--- src/rtl/vga_pkg.sv ---
// Shared screen and background-image geometry for the VGA background path.
package vga_pkg;
  localparam int unsigned SCREEN_W   = 640;
  localparam int unsigned SCREEN_H   = 480;
  localparam int unsigned IMG_W      = 320;
  localparam int unsigned IMG_H      = 240;
  localparam int unsigned ADDR_WIDTH = 17;
  localparam int unsigned DATA_WIDTH = 12;
  localparam int unsigned PIX_W      = 10;
  localparam int unsigned SCROLL_W   = 9;
endpackage

--- src/rtl/bg_addr_gen.sv ---
// Combinational screen-pixel to background-SRAM address mapping with
// 2x upscale, frame-start scroll selection and horizontal wrap.
module bg_addr_gen #(
  parameter int unsigned IMG_W      = vga_pkg::IMG_W,
  parameter int unsigned IMG_H      = vga_pkg::IMG_H,
  parameter int unsigned ADDR_WIDTH = vga_pkg::ADDR_WIDTH
) (
  input  logic                  pixel_tick,
  input  logic [9:0]            pixel_x,
  input  logic [9:0]            pixel_y,
  input  logic [8:0]            scroll_x,
  input  logic [8:0]            scroll_eff,
  output logic                  frame_start,
  output logic [8:0]            scroll_new,
  output logic [ADDR_WIDTH-1:0] addr
);

  localparam logic [8:0]  W9  = 9'(IMG_W);
  localparam logic [9:0]  W10 = 10'(IMG_W);
  localparam logic [31:0] W32 = 32'(IMG_W);
  localparam logic [8:0]  H9  = 9'(IMG_H);

  logic [8:0]            scroll_sel;
  logic [8:0]            img_row;
  logic [8:0]            img_col;
  logic [9:0]            col_sum;
  logic [9:0]            col;
  logic [ADDR_WIDTH-1:0] row_base;

  always_comb begin
    frame_start = pixel_tick && (pixel_x == '0) && (pixel_y == '0);
    scroll_new  = (scroll_x >= W9) ? scroll_x - W9 : scroll_x;
    // The frame's first pixel already uses the value being latched.
    scroll_sel  = frame_start ? scroll_new : scroll_eff;

    img_col = pixel_x[9:1];
    img_row = (pixel_y[9:1] >= H9) ? H9 - 9'd1 : pixel_y[9:1];

    col_sum = {1'b0, img_col} + {1'b0, scroll_sel};
    col     = (col_sum >= W10) ? col_sum - W10 : col_sum;

    // Constant multiply by IMG_W as a sum of shifted rows (row<<8 + row<<6 for 320).
    row_base = '0;
    for (int unsigned i = 0; i < 32; i++) begin
      if (W32[i]) begin
        row_base = row_base + (ADDR_WIDTH'(img_row) << i);
      end
    end

    addr = row_base + ADDR_WIDTH'(col);
  end

endmodule

--- src/rtl/bg_fetch.sv ---
// Background fetch: scrolled, 2x upscaled image read from SRAM with a
// two-clock pixel_tick-to-rgb_out pipeline.
module bg_fetch #(
  parameter int unsigned IMG_W      = vga_pkg::IMG_W,
  parameter int unsigned IMG_H      = vga_pkg::IMG_H,
  parameter int unsigned ADDR_WIDTH = vga_pkg::ADDR_WIDTH,
  parameter int unsigned DATA_WIDTH = vga_pkg::DATA_WIDTH
) (
  input  logic                  clk,
  input  logic                  reset_n,
  input  logic                  pixel_tick,
  input  logic                  video_on,
  input  logic [9:0]            pixel_x,
  input  logic [9:0]            pixel_y,
  input  logic [8:0]            scroll_x,
  output logic [ADDR_WIDTH-1:0] sram_addr,
  output logic                  sram_en,
  output logic                  sram_we,
  input  logic [DATA_WIDTH-1:0] sram_data,
  output logic [DATA_WIDTH-1:0] rgb_out,
  output logic                  rgb_valid
);

  logic                  frame_start;
  logic [8:0]            scroll_new;
  logic [8:0]            scroll_eff;
  logic [ADDR_WIDTH-1:0] addr_next;
  logic                  v0;
  logic                  v1;

  bg_addr_gen #(
    .IMG_W      (IMG_W),
    .IMG_H      (IMG_H),
    .ADDR_WIDTH (ADDR_WIDTH)
  ) u_addr_gen (
    .pixel_tick  (pixel_tick),
    .pixel_x     (pixel_x),
    .pixel_y     (pixel_y),
    .scroll_x    (scroll_x),
    .scroll_eff  (scroll_eff),
    .frame_start (frame_start),
    .scroll_new  (scroll_new),
    .addr        (addr_next)
  );

  assign sram_en = reset_n;
  assign sram_we = 1'b0;

  always_ff @(posedge clk) begin
    if (!reset_n) begin
      sram_addr  <= '0;
      scroll_eff <= '0;
      v0         <= 1'b0;
      v1         <= 1'b0;
      rgb_out    <= '0;
      rgb_valid  <= 1'b0;
    end else begin
      if (pixel_tick) begin
        sram_addr <= addr_next;
      end
      if (frame_start) begin
        scroll_eff <= scroll_new;
      end
      v0        <= pixel_tick & video_on;
      v1        <= v0;
      rgb_out   <= v1 ? sram_data : '0;
      rgb_valid <= v1;
    end
  end

endmodule

--- config.mk ---
export PLATFORM = sky130hd
export DESIGN_NAME = bg_fetch
export DESIGN_NICKNAME = d
export VERILOG_FILES = /design/src/rtl/vga_pkg.sv /design/src/rtl/bg_addr_gen.sv /design/src/rtl/bg_fetch.sv
export SDC_FILE = /design/constraint.sdc
export NUM_CORES = 1
export LEC_CHECK = 0
export ABC_AREA = 1
export BUFFER_PORTS_ARGS = -buffer_cell sky130_fd_sc_hd__buf_2
export CAP_MARGIN = 20
export CORE_MARGIN = 8
export CORE_UTILIZATION = 31
export DETAILED_ROUTE_END_ITERATION = 16
export HOLD_SLACK_MARGIN = 0.03
export PLACE_DENSITY_LB_ADDON = 0.12
export REMOVE_ABC_BUFFERS = 1
export SYNTH_ARGS = -nofsm -noshare
export SYNTH_HDL_FRONTEND = slang
export SYNTH_SLANG_ARGS = --single-unit
export TNS_END_PERCENT = 20
--- constraint.sdc ---
create_clock -name clk -period 5.91 [get_ports clk]
set_input_delay 0.591 -clock clk [delete_from_list [all_inputs] [get_ports clk]]
set_output_delay 0.591 -clock clk [all_outputs]
set_load 0.02 [all_outputs]
==> impl_results.md <==
* Run status: completed
* Tot GR Track Use at 0.123
* CTS Buffer Depth at 2
* Most instantiated library cell after synthesis: nand2_1
* Area of the core at ~0.0095 mm2
* IO Pins at 77
* Post-DR vias/cell at ~4.3
* Nets@finish at 598
* Pleak at ~2.2 nW
* RePlAce Congestion at 0.765
* Sequential share of the synthesized area at 0.275
* DRC Markers at 0
* Post-cts hold buffer count at 0
* Remaining antenna violation count at 0
* Area after DPL at 0.00349 mm2
* H-tree depth at 2
* Setup violators final at 0
* Prevailing post-synth register cell: dfxtp_1
* # port buffers at 75
* Pins Over Slew Limit at 0
* Final Instance Area at 0.00360 mm2
* Crit share post-route at 0.874
* Share of cells above drive strength 1 at 0.213
* GRT overflow at 0
* Worst Setup EP: sram_addr[15]$_SDFFE_PN0P_
* Setup TNS at 0 ps
* Top cells by count, synth: nand2_1, inv_1, nor2_1
* Startpoint type of the worst setup path: primary input
* Post-Synthesis Cells at 445
* Post-Place Cells at around 650
* Non-filler cells, final at 654
* EDFF count, synth at 0
* Fmax at roughly 0.19 GHz
* Syn_area_per_cell at between 6 and 7 um2
* Critical R2R Launch: scroll_eff[0]$_SDFF_PN0_
* Via count at 2,806
* Wire per inst at about 12 um
* Layout area overhead at 20.5%
* Reg2reg setup slack at 1750 ps
* Number of global-route vias before repair at 2,860
* Pre-antenna DRT Iters at 4
* First-pass GRT wire length at ~13,000 um
* Post-synth ARST share at 0
* Postcts setup bufs at 0
* CTS tree: built
* Die W at ~110 um
* Core Util, Final at 0.377
* Pwr/cell area at around 200 mW/mm2
* Antenna violations before repair at 0
* Clock slew at reported path FFs at 80 ps
* Worst setup margin at approximately 740 ps
* Overall power at 0.709 mW
* DRT Wirelength at 7690 um
* ANT cells at 0
* Critical-path top delay cell: fa_1
* FF-to-FF path depth at 27
* Crit path kind: primary input to register
* Drt first-iter violations at 90
* Setup repair after global routing missed its margin: false
* Final-report hold violation count at 0
* Final clock skew at around 8.9 ps
* Worst path required time at just over 6000 ps
* Worst Path Arrival at approximately 5400 ps
* Final critical-path required period at 5170 ps
* Worst path max stage delay at 530 ps
* CTS buffer count at 5
* Ys Warns at 0
* CTS sink cnt at just over 40
* Root Buffer Master: clkbuf_8
* Pre-CTS WS at 444 ps
* Share of the synthesized area in the top cell type at 0.275
* FP Rows at 36
* Mapped Area at roughly 0.0030 mm2
* Worst Tran Pin Value at 704 ps
* Max Cap Viol at 0
* Die Y at between 100 and 150 um
* Post-synth cell types at 39
* Post-DP HPWL at 6370 um
* Critical Path Fanout Max at 15
* Starting Density at 0.313
* Seq cells post-synth at approximately 40
* Most frequent CP cell: nand2_1
* Relative slew slack at 0.528
* Most area-consuming cells after synthesis: dfxtp_1, nand2_1, ha_1
* CP endpoint kind: register
* CP Launch Point: pixel_y[1]
* Cell taking the most area after synthesis: dfxtp_1
* WHS at ~420 ps
* Post_cts resized at 0
* Maximum vdd ir drop at about 0.00011 V
* HP Class: register to register
* Largest net degree at the start of global routing at 27
* Clk_lat worst skew at a little under 300 ps
* RR Endpoint: sram_addr[15]$_SDFFE_PN0P_
* Die ar. at 0.0130 mm2
[worst max-delay path: cells and delay by family]
| family | cells | cell delay (ps) |
|---|---|---|
| buffers and inverters | 4 | 260 |
| AO/OA/AOI/OAI | 3 | 510 |
| AND/OR/NAND/NOR | 18 | 2400 |
| adder cells (fa/ha/maj) | 4 | 1560 |
[how the worst min path moves through the flow]
stage | start | endpoint | cells after the start
2_1_floorplan | v0$_SDFF_PN0_ | v1$_SDFF_PN0_ | 2
3_3_place_gp | v0$_SDFF_PN0_ | v1$_SDFF_PN0_ | 2
4_1_cts | v0$_SDFF_PN0_ | v1$_SDFF_PN0_ | 2
5_1_grt | v0$_SDFF_PN0_ | v1$_SDFF_PN0_ | 2
6_report | v0$_SDFF_PN0_ | v1$_SDFF_PN0_ | 2
3_5_place_dp | v0$_SDFF_PN0_ | v1$_SDFF_PN0_ | 2
[layout by cell type, fill, tap and decap left out, drive strengths merged, types with 5 or more instances in the layout]
master,count
dfxtp,41
buf,76
nand3,25
or2,8
nand2,100
clkbuf,5
inv,94
o21ai,18
ha,29
a211oi,6
nor2,67
a21oi,23
[logic make-up after synthesis]
| logic type | synth area share |
|---|---|
| AOI/OAI and AO/OA | 0.115 |
| xor gates and xnor gates | 0.0117 |
| adders and majority gates | 0.148 |
| buffers and inverters | 0.137 |
| DFF | 0.275 |
| other | 0.00125 |
| and+or+nand+nor | 0.313 |
[registers in the layout, indices dropped and copies added (netlist names)]
register and flops:
v1 1, rgb_out 12, rgb_valid 1, v0 1, scroll_eff 9, sram_addr 17
[per-layer routing]
layer | wire length, um | global-route usage
met1 | 3520 | 0.148
met2 | 3690 | 0.218
met3 | 398 | 0.0274
met4 | 74 | 0.0266
met5 | 0 | 0
[layout make-up]
type / count / area, um2
clock buffer: 5 / 68.8
clock inverter: 3 / 43.8
fill: 1085 / 5950
inverter: 95 / 357
multi-input combinational: 301 / 1760
sequential: 41 / 821
tap: 133 / 166
timing repair buffer: 76 / 383
[report_power, final]
part	leakage [nW]	internal (mW)	switching (mW)
registers	0.335	0.289	0.00596
clock network	0.0585	0.127	0.108
logic	1.76	0.0685	0.110
total	2.15	0.485	0.225
(Power assumes the default switching activity.)
